$ cat config.mk
export PLATFORM = sky130hd
export DESIGN_NAME = wakeup_arbiter
export DESIGN_NICKNAME = d
export VERILOG_FILES = /design/src/rtl/wakeup_pkg.sv /design/src/rtl/wakeup_sync.sv /design/src/rtl/wakeup_arbiter.sv
export SDC_FILE = /design/constraint.sdc
export NUM_CORES = 1
export LEC_CHECK = 0
export CORE_MARGIN = 3
export CORE_UTILIZATION = 35
export DETAILED_ROUTE_END_ITERATION = 10
export MAX_ROUTING_LAYER = met4
export PLACE_DENSITY = 0.61
export SLEW_MARGIN = 0
export SYNTH_ARGS = -nofsm -noshare
export SYNTH_HDL_FRONTEND = slang
export SYNTH_SLANG_ARGS = --single-unit
$ cat constraint.sdc
create_clock -name clki -period 3.37 [get_ports clki]
set_input_delay 0.674 -clock clki [delete_from_list [all_inputs] [get_ports clki]]
set_output_delay 0.674 -clock clki [all_outputs]
set_load 0.03 [all_outputs]
$ cat src/rtl/wakeup_pkg.sv
// Shared defaults and FSM encoding for the wake-up arbiter.
package wakeup_pkg;

  localparam int N_SRC_DEF   = 4;
  localparam int TIMEOUT_DEF = 30000;  // 300 us at 100 MHz
  localparam int CNT_W_DEF   = 20;

  typedef enum logic [1:0] {
    IDLE  = 2'd0,
    GRANT = 2'd1,
    GAP   = 2'd2
  } wu_state_e;

endpackage

$ cat src/rtl/wakeup_sync.sv
// 3-flop synchronizer for one asynchronous wake-up line plus rising-edge pulse.
module wakeup_sync (
  input  logic clki,
  input  logic rst_n,
  input  logic async_in,
  output logic rise
);

  // sh[0] is the newest sample, sh[2] the oldest
  logic [2:0] sh;

  // shift the raw line through the synchronizer chain
  always_ff @(posedge clki or negedge rst_n) begin
    if (!rst_n) sh <= '0;
    else        sh <= {sh[1:0], async_in};
  end

  // edge when the two oldest stages read 0 then 1
  assign rise = (sh[2:1] == 2'b01);

endmodule

$ cat src/rtl/wakeup_arbiter.sv
// Round-robin arbiter for wake-up sources with a bounded service window.
module wakeup_arbiter
  import wakeup_pkg::*;
#(
  parameter int N_SRC   = N_SRC_DEF,
  parameter int TIMEOUT = TIMEOUT_DEF,
  parameter int CNT_W   = CNT_W_DEF
) (
  input  logic                     clki,
  input  logic                     rst_n,
  input  logic [N_SRC-1:0]         wake_up,
  input  logic                     WU_serviced,
  output logic                     WU_valid,
  output logic [$clog2(N_SRC)-1:0] grant_id,
  output logic [N_SRC-1:0]         pending,
  output logic [CNT_W-1:0]         event_count,
  output logic [7:0]               timeout_count,
  output logic [7:0]               lost_count
);

  localparam int ID_W  = $clog2(N_SRC);
  // one extra count of headroom so the increment on the exit cycle never wraps
  localparam int TIM_W = $clog2(TIMEOUT + 1);

  wu_state_e        state, state_nxt;
  logic [N_SRC-1:0] rise, clr, acc, lost;
  logic [ID_W-1:0]  rr_ptr, win;
  logic [TIM_W-1:0] tim_count;
  logic             found, do_grant, do_exit, do_tmo;
  logic [7:0]       lost_nxt;
  int               lost_sum;

  wakeup_sync u_sync [N_SRC-1:0] (
    .clki     (clki),
    .rst_n    (rst_n),
    .async_in (wake_up),
    .rise     (rise)
  );

  // round-robin search: first pending source at or above rr_ptr, wrapping
  always_comb begin
    win   = '0;
    found = 1'b0;
    for (int off = 0; off < N_SRC; off++) begin
      if (!found && pending[(int'(rr_ptr) + off) % N_SRC]) begin
        found = 1'b1;
        win   = ID_W'((int'(rr_ptr) + off) % N_SRC);
      end
    end
  end

  // next state and the control strobes for this cycle
  always_comb begin
    state_nxt = state;
    do_grant  = 1'b0;
    do_exit   = 1'b0;
    do_tmo    = 1'b0;
    case (state)
      IDLE: if (found) begin
        do_grant  = 1'b1;
        state_nxt = GRANT;
      end
      GRANT: if (WU_serviced) begin
        // service completion wins over a coincident timeout
        do_exit   = 1'b1;
        state_nxt = GAP;
      end else if (tim_count == TIM_W'(TIMEOUT - 1)) begin
        do_exit   = 1'b1;
        do_tmo    = 1'b1;
        state_nxt = GAP;
      end
      GAP:     state_nxt = IDLE;
      default: state_nxt = IDLE;
    endcase
  end

  // a source cleared by this grant can accept a new edge in the same cycle
  assign clr  = do_grant ? (N_SRC'(1) << win) : '0;
  assign acc  = rise & (~pending | clr);
  assign lost = rise & pending & ~clr;

  // saturating lost-edge total
  always_comb begin
    lost_sum = int'(lost_count) + $countones(lost);
    lost_nxt = (lost_sum > 255) ? 8'hFF : 8'(lost_sum);
  end

  // state register
  always_ff @(posedge clki or negedge rst_n) begin
    if (!rst_n) state <= IDLE;
    else        state <= state_nxt;
  end

  // grant bookkeeping, service timer, pending mask and event counters
  always_ff @(posedge clki or negedge rst_n) begin
    if (!rst_n) begin
      WU_valid      <= 1'b0;
      grant_id      <= '0;
      pending       <= '0;
      rr_ptr        <= '0;
      tim_count     <= '0;
      event_count   <= '0;
      timeout_count <= '0;
      lost_count    <= '0;
    end else begin
      pending     <= (pending & ~clr) | acc;
      event_count <= event_count + CNT_W'($countones(acc));
      lost_count  <= lost_nxt;
      if (do_grant) begin
        grant_id  <= win;
        WU_valid  <= 1'b1;
        tim_count <= '0;
        rr_ptr    <= (int'(win) == N_SRC - 1) ? '0 : win + 1'b1;
      end else if (state == GRANT) begin
        tim_count <= tim_count + 1'b1;
      end
      if (do_exit) WU_valid <= 1'b0;
      if (do_tmo && timeout_count != 8'hFF) timeout_count <= timeout_count + 1'b1;
    end
  end

endmodule

==> out/metrics.cfg, run 1 <==
[detailed_routing]
first_iter_violations=79
dr_total_vias=2644
routed_wl_um=7540
drtAntennaViolNets=0
drc=0
vias_per_cell=4.91
firstDrtPassIters=4
routedWlPerCell_um=14.0

[clock_tree]
worstSkewPairLatency_ps=340
cts_buffers=9
cts_num_sinks=74
cts.clk_slew.worst_paths_ps=90
h-tree-depth=3
clockRootBuffer=clkbuf_8
cts_tree=done
clock_path_buffers=2

[yosys]
synth_compound_area_share_pct=9.17
ys_seq_elements=74
synth-xor-area-share_pct=7.81
synth_top_area_cell=dfrtp_1
synth_warnings=0
muxShareOfSynthArea_pct=0.899
synth_fa_ha_area_share_pct=6.33
syn_area_um2=3480
async_reset_ff_share_pct=100
synth_top_family_by_area=simple AND/OR/NAND/NOR gates
ys_types=49
syn_nets=348
synth_edf_count=0
synth_area_leaders=dfrtp_1 53%, xnor2_1 4.3%, nand2_1 3.8%
synthSimpleGateAreaFrac_pct=19.7
synth_most_common_cell=dfrtp_1
syn_area_per_cell_um2=10.6
synthTopCellsByCount=74 x dfrtp_1, 35 x nand2_1, 23 x inv_1
synth_seq_area_share_pct=53.2
synth_top_flop_cell=dfrtp_1
synth_cells=327
synth_top_area_share_pct=53.2

[setup_path]
cp.depth=15
worstSetupEndpoint=event_count[12]
worst_path_dominant_cell_family=adder cells
critical_path_required_ps=3600
crit_type=reg2reg
rrSetupSlack_ps=-10
slowest_delay_ps=470
path_cells=buf_6 > nor4_4 > nor4_4 > inv_1 > ha_2 > inv_1 > o21ai_2 > nand2_1 > fa_1 > fa_2 > fa_2 > nor3b_2 > buf_4 > nand2_1 > xnor2_1
r2r_cells=15
cp-end-kind=flip-flop
startpoint=pending[2]
slowest_stage=fa_1
timing.rr.start=pending[2]
setup.worst_path.start_class=flip-flop
worstPathArrival_ps=3610
r2r-end=event_count[12]
cp.buffers_inverters=4
cp_max_fo=5

[floorplanning]
rows=35
coreArea_um2=9460
ios=50
initial_core_util_pct=36.8
die_h_um=106
die-area_um2=11200
die_x_um=106

[power_and_ir_drop]
combPwrFrac_pct=44.8
power_density_nw_per_um2=746
cellLeakagePower_nw=1.98
p_seq_share_pct=36.6
intPower_mw=2.03
switching_power_mw=1.41
clockPowerShare_pct=18.6
total_power_mw=3.44
power_switching_share_pct=41.0
peakVddDrop_mv=0.396

[grt]
grt_pass1_wl_um=12700
antenna_found_initial=0
grt_usage_pct=14.4
first_global_vias=2605
grt_max_degree=75
grt_overflow=0

[placed_design]
io_buffer_count=49
hpwl_um=5170
placedCellCount=514
gp_congestion=0.842

[finish]
nets=425
layout-drive-gt1-share_pct=19.6
syn_to_final_growth_pct=32.5
layout.cells.non_filler=538
antennaDiodeCount=0

[outcome]
violations=negative setup slack
status=finished with violations

[sta]
hold_viol=0
relSlewSlack_pct=36.6
setup_violations=2
rsz0062_at_grt=true
clock.fmax_mhz=296
finClkSkew_ps=5.75
setup_slack_ps=-11.7
post-route-period-util_pct=100
worst_slew_pin_slew_ps=951
maxSlewViolCount=0
period_needed_ps=3380

[job]
cap_violations=0

[min_path]
hp-class=reg2reg
hp-start=u_sync[3].sh[0]

[stage by stage]
step / TNS [ps] / hold WS (ps) / instance area, um^2 / setup WS [ps] / util [%]
final: -17.0 / 352 / 4610 / -11.7 / 48.7
after global placement: 0 / 332 / 4250 / 10.2 / 44.9
after detailed placement: -348 / 335 / 4250 / -156 / 44.9
after floorplan: -20.2 / 331 / 3520 / -20.2 / -
after CTS: 0 / 354 / 4450 / 16.9 / 47.1
after global routing: -1670 / 363 / 4610 / -177 / 48.7
[cell usage in the layout (no fill, tap or decap), types with 3 or more instances in the layout]
cell / count
dfrtp_2: 4
nand2b_1: 4
dfrtp_1: 70
buf_4: 19
nand2b_4: 3
nor3_1: 5
nand4_1: 9
a21oi_1: 11
o21ai_0: 20
nor4_1: 4
clkdlybuf4s50_1: 48
ha_1: 6
or3_1: 4
nand3_1: 11
a21o_1: 4
fa_2: 4
clkbuf_8: 9
nor2_1: 16
and3_1: 7
nand2_1: 33
inv_1: 21
xnor2_1: 17
xor2_1: 14
[power by group through the flow]
| stage | registers, mW | logic [mW] | clock network, mW |
|---|---|---|---|
| finish | 1.26 | 1.54 | 0.640 |
| global route | 1.29 | 1.70 | 0.701 |
| CTS | 1.25 | 1.39 | 0.667 |
| detailed placement | 1.27 | 1.37 | 0 |
| global placement | 1.26 | 1.35 | 0 |
| floorplan | 1.47 | 0.621 | 0 |
[cell type report]
cell class              instances  area [um^2]
clock buffers                   9          124
clock inverters                 7         61.3
fillers                       893         4850
inverters                      23         86.3
multi-input cells             227         1670
flip-flops and latches         74         1860
well taps                     129          161
repair buffers                 69          646
[timing repair]
| item | 4_1_cts | 5_1_grt |
|---|---|---|
| hold buffers | 0 | 0 |
| gates resized for setup | 2 | 26 |
| buffers inserted | 1 | 7 |
| endpoints found under the setup margin | 12 | 18 |
| pin swaps | 2 | 15 |
[kinds of logic after synthesis]
logic type	after synthesis
adder cells (fa/ha/maj)	14
AND/OR/NAND/NOR	126
multiplexers	3
buffers and inverters	26
flip-flops	74
XOR/XNOR	31
AO/OA/AOI/OAI	53
[worst min path at each step]
stage / to / depth (start not counted)
detailed placement: u_sync[0].sh[1] / 0
global placement: u_sync[3].sh[1] / 0
CTS: u_sync[2].sh[1] / 0
global route: u_sync[0].sh[1] / 0
finish: u_sync[3].sh[1] / 0
floorplan: u_sync[0].sh[1] / 0
[flip-flops by register name, indices dropped and copies added (netlist names)]
register	count
lost_count	8
WU_valid	1
tim_count	15
u_sync.sh	12
event_count	20
grant_id	2
timeout_count	8
state	2
pending	4
rr_ptr	2
[routing by layer]
metal	wire length, um	GRT usage, %
met5	0	-
met4	142	6.57
met3	210	3.31
met2	3570	21.6
met1	3620	18.6
(Power assumes the default switching activity.)
==> run 2: changes to the inputs <==
- CELL_PAD_IN_SITES_DETAIL_PLACEMENT: default -> 1
- CELL_PAD_IN_SITES_GLOBAL_PLACEMENT: default -> 2
- CORE_UTILIZATION: 35 -> 32
- PLACE_DENSITY: 0.61 -> 0.8
==> run 2 against run 1 <==
  * The flow now finishes without violations
  * Clock power up 17%
  * Die area increased by 8.8%
  * Worst setup slack improved by 14 ps
  * Critical endpoint is now event_count[14]
  * Hold slack better by 1.4 ps
  * Wire length rose by 11%
  * Total power up 2.5%
  * Via count about the same
  * Sequential power barely moved
  * Critical path depth is 4 lower
  * Combinational power shrank 3%
==> out/metrics.cfg, run 2 (synthesis results as in run 1) <==
[setup_path]
setup.worst_path.start_class=flip-flop
rrSetupSlack_ps=3
r2r-end=event_count[14]
critical_path_required_ps=3590
critPathMostFrequentCell=fa_2
crit_type=reg2reg
slowest_stage=fa_1
slowest_delay_ps=480
timing.rr.start=pending[3]
r2r_cells=11
cp-end-kind=flip-flop
cp_max_fo=6
path_cells=nor4_4 > buf_4 > or3_1 > o21ai_4 > nand2_2 > fa_1 > fa_2 > fa_2 > nor3b_4 > nand4_1 > xnor2_1
worstPathArrival_ps=3590

[detailed_routing]
m1WireLength_um=3900
first_iter_violations=92
vias_per_cell=4.92
routed_wl_um=8360
routedWlPerCell_um=15.5
drtAntennaViolNets=0
drc=0
wl_met3_um=187
wl_met2_um=4210
dr_total_vias=2646
top_layer=met4
firstDrtPassIters=4

[power_and_ir_drop]
power_switching_share_pct=39.8
cellLeakagePower_nw=1.97
switching_power_mw=1.40
combPwrFrac_pct=42.7
p_seq_share_pct=36.1
peakVddDrop_mv=0.342
clockPowerShare_pct=21.2
intPower_mw=2.12
power_density_nw_per_um2=772

[clock_tree]
clock_path_buffers=2
cts.clk_slew.worst_paths_ps=80
cts_num_sinks=74
clockRootBuffer=clkbuf_8
h-tree-depth=3
worstSkewPairLatency_ps=340
cts_tree=done
cts_buffers=9

[floorplanning]
die-area_um2=12200
coreArea_um2=10500
rows=37
die_x_um=110
initial_core_util_pct=33.2
ios=50
die_h_um=110

[finish]
nets=419
largest_register_ffs=20
regMostFlops=event_count
antennaDiodeCount=0
layout-drive-gt1-share_pct=16.4
top_regs=event_count x20, tim_count x15, u_sync.sh x12
syn_to_final_growth_pct=31.1
final_common_cell=dfrtp_1
layout_common_cells=69 x dfrtp_1, 48 x clkdlybuf4s50_1, 33 x nand2_1

[sta]
rsz0062_at_grt=true
setup_violations=0
worst_slew_pin_slew_ps=958
clock.fmax_mhz=297
post-route-period-util_pct=99.9
setup_slack_ps=2.52
finClkSkew_ps=7.61
final.setup.tns_ps=0
relSlewSlack_pct=36.1
maxSlewViolCount=0
period_needed_ps=3370
hold_viol=0

[placed_design]
hpwl_um=5930
io_buffer_count=49
gp_congestion=0.777
dp_slack_ps=-227

[min_path]
hold_depth=0
hold_path_end=u_sync[0].sh[1]
hp-class=reg2reg
hp-start=u_sync[0].sh[0]

[grt]
first_global_vias=2892
grt_usage_pct=15.2
antenna_found_initial=0
grt_pass1_wl_um=14100
grt_max_degree=75
grt_overflow=0

[job]
cap_violations=0

[outcome]
status=complete, no violations

run 2: power groups by stage:
| stage | Clock, mW | Combinational, mW | Sequential, mW |
|---|---|---|---|
| 4_1_cts | 0.776 | 1.44 | 1.27 |
| 6_report | 0.746 | 1.50 | 1.27 |
| 3_5_place_dp | 0 | 1.41 | 1.28 |
| 5_1_grt | 0.811 | 1.66 | 1.31 |
| 2_1_floorplan | 0 | 0.621 | 1.47 |
| 3_3_place_gp | 0 | 1.36 | 1.28 |
run 2: cell type report:
cell class	instances	area, um^2
Inverter	23	86.3
Sequential cell	74	1860
Clock buffer	10	128
Tap cell	136	170
Fill cell	1181	5900
Multi-Input combinational cell	227	1650
Clock inverter	5	80.1
Timing Repair Buffer	63	593
run 2: stage by stage:
step / total power, mW / instances / hold slack [ps] / util [%] / area (um^2)
2_1_floorplan: 2.09 / 327 / 331 / - / 3520
3_3_place_gp: 2.64 / 521 / 335 / 40.7 / 4260
3_5_place_dp: 2.70 / 521 / 336 / 40.7 / 4260
4_1_cts: 3.49 / 536 / 355 / 42.9 / 4490
5_1_grt: 3.78 / 538 / 372 / 43.6 / 4560
6_report: 3.52 / 538 / 353 / 43.6 / 4560
run 2: routing by layer:
layer	up-vias	GRT usage [%]
met2	35	25.0
met3	5	3.32
li1	1270	-
met4	0	3.69
met1	1336	19.4
met5	-	-
run 2: timing repair:
item	4_1_cts	5_1_grt
endpoints found under the hold margin	0	0
endpoints found under the setup margin	15	20
hold buffers	0	0
buffers inserted	0	2
pin swaps	6	6
gates cloned	0	0
resized for setup	6	15
run 2: worst max path at each step:
stage	start	end	cells after the start
4_1_cts	pending[3]	event_count[14]	14
3_3_place_gp	pending[1]	event_count[18]	13
3_5_place_dp	rr_ptr[0]	event_count[14]	13
6_report	pending[3]	event_count[14]	11
2_1_floorplan	pending[0]	event_count[14]	13
5_1_grt	pending[3]	event_count[14]	14
run 2: worst max-delay path: cells and delay by family (launching register included):
family,cells,cell delay (ps)
compound gates,1,250
simple gates,5,1010
xor+xnor,1,150
fa+ha+maj,3,1250
buf+inv,1,150
flops,1,460
==> run 3: changes to the inputs <==
- CORE_UTILIZATION: 32 -> 30
- PLACE_DENSITY: 0.8 -> 0.76
==> run 3 against run 2 <==
  * Maximum frequency is 0.44% higher
  * Sequential cell count stayed put
  * Critical path depth is 3 higher
  * Total power is 8.6% higher
  * Global-route usage is 0.72 points lower
  * Worst setup slack better by 15 ps
  * Largest cell class unchanged
==> out/metrics.cfg, run 3 (synthesis results as in run 1) <==
[sta]
period_needed_ps=3350
worst_slew_pin_slew_ps=946
maxSlewViolCount=0
rsz0062_at_grt=true
clock.fmax_mhz=298
finClkSkew_ps=11.9
setup_violations=0
relSlewSlack_pct=36.9
worst_hold_slack_ps=348
post-route-period-util_pct=99.5
hold_viol=0

[grt]
antenna_found_initial=0
grt_usage_pct=14.5
first_global_vias=2887
grt_max_degree=75
grt_overflow=0
grt_pass1_wl_um=14500

[min_path]
hp-class=reg2reg

[floorplanning]
rows=38
die_x_um=114
die-area_um2=12900
ios=50
initial_core_util_pct=31.4
die_h_um=114
coreArea_um2=11100

[job]
cap_violations=0

[clock_tree]
cts_tree=done
cts.clk_slew.worst_paths_ps=60
h-tree-depth=3
cts_buffers=9
worstSkewPairLatency_ps=340
clockRootBuffer=clkbuf_16
cts_num_sinks=74
clock_path_buffers=2

[finish]
top_regs=event_count x20, tim_count x15, u_sync.sh x12
largest_register_ffs=20
antennaDiodeCount=0
layout_common_cells=69 x dfrtp_1, 48 x clkdlybuf4s50_1, 34 x nand2_1
syn_to_final_growth_pct=35.5
layout.cells.non_filler=544
nets=420
regMostFlops=event_count
layout-drive-gt1-share_pct=18.3
final_common_cell=dfrtp_1

[power_and_ir_drop]
cellLeakagePower_nw=2.04
peakVddDrop_mv=0.403
total_power_mw=3.82
power_density_nw_per_um2=812

[setup_path]
setup.worst_path.start_class=flip-flop
critical_path_required_ps=3580
crit_type=reg2reg
cp_max_fo=6
worstPathArrival_ps=3560
cp-end-kind=flip-flop

[placed_design]
io_buffer_count=49
placedCellCount=523
hpwl_um=5910
gp_congestion=0.777

[detailed_routing]
vias_per_cell=4.88
routedWlPerCell_um=15.5
firstDrtPassIters=4
drtAntennaViolNets=0
routed_wl_um=8430
dr_total_vias=2657
drc=0
first_iter_violations=50

[outcome]
status=complete, no violations

run 3: cell types whose count changed in the layout (fill, tap and decap cells not counted), moves of 2 or more:
cell	delta
clkbuf_16	+9
nand2b_1	-2
a21oi_2	-2
buf_6	+2
nor2_1	-2
nor2_2	+2
clkbuf_8	-9
nand2b_4	+2
run 3: final cells by class:
| cell class | instances | area (um^2) |
|---|---|---|
| Fill cell | 1221 | 6370 |
| Sequential cell | 74 | 1860 |
| Multi-Input combinational cell | 227 | 1670 |
| Timing Repair Buffer | 64 | 608 |
| Clock buffer | 10 | 229 |
| Tap cell | 140 | 175 |
| Clock inverter | 6 | 90.1 |
| Inverter | 23 | 86.3 |
run 3: stage by stage:
step | setup slack [ps] | setup TNS, ps | area [um^2] | utilization, %
floorplan | -20.2 | -20.2 | 3520 | -
global placement | 6.01 | 0 | 4250 | 38.3
detailed placement | -96.5 | -592 | 4250 | 38.3
CTS | -23.3 | -23.3 | 4600 | 41.6
global route | -156 | -800 | 4710 | 42.5
finish | 17.4 | 0 | 4710 | 42.5
run 3: what timing repair did:
item,in CTS,in global routing
pin swaps,3,8
resized for setup,6,22
hold buffers,0,0
buffers inserted,2,3
endpoints found under the hold margin,0,0
setup endpoints to repair,13,20
run 3: worst paths after layout:
kind | start | end | slack (ps) | cells past startpoint
setup / recovery | rr_ptr[1] | event_count[14] | 20 | 14
hold / removal | u_sync[1].sh[0] | u_sync[1].sh[1] | 350 | 0
setup reg to reg | rr_ptr[1] | event_count[14] | 20 | 14
hold reg to reg | u_sync[1].sh[0] | u_sync[1].sh[1] | 350 | 0
max in group asynchronous | rst_n | rr_ptr[1] | 2210 | 1
min in group asynchronous | rst_n | rr_ptr[0] | 490 | 1
run 3: routing by layer:
layer | wire length (um) | GRT usage, % | part of all wire (%) | vias up
met5 | 0 | - | 0 | -
met4 | 97 | 4.01 | 1.2 | 0
met3 | 189 | 3.34 | 2.2 | 7
met2 | 4270 | 23.0 | 51 | 35
met1 | 3870 | 18.7 | 46 | 1344
li1 | - | - | - | 1271
run 3: power by group:
part	total, mW	internal, mW	switching [mW]	leakage, nW
logic	1.51	0.668	0.843	0.953
registers	1.28	1.06	0.213	0.931
clock network	1.04	0.651	0.386	0.153
run 3: critical path, stage by stage (launching register included):
cell and delay (ps):
dfrtp_2 440, mux2i_2 260, nor2_2 60, nor4_2 210, inv_1 130, ha_2 210
inv_2 60, o21ai_4 50, nand2_1 80, fa_1 430, fa_2 380, fa_2 400
nor3b_4 220, nand4_1 140, xnor2_1 150
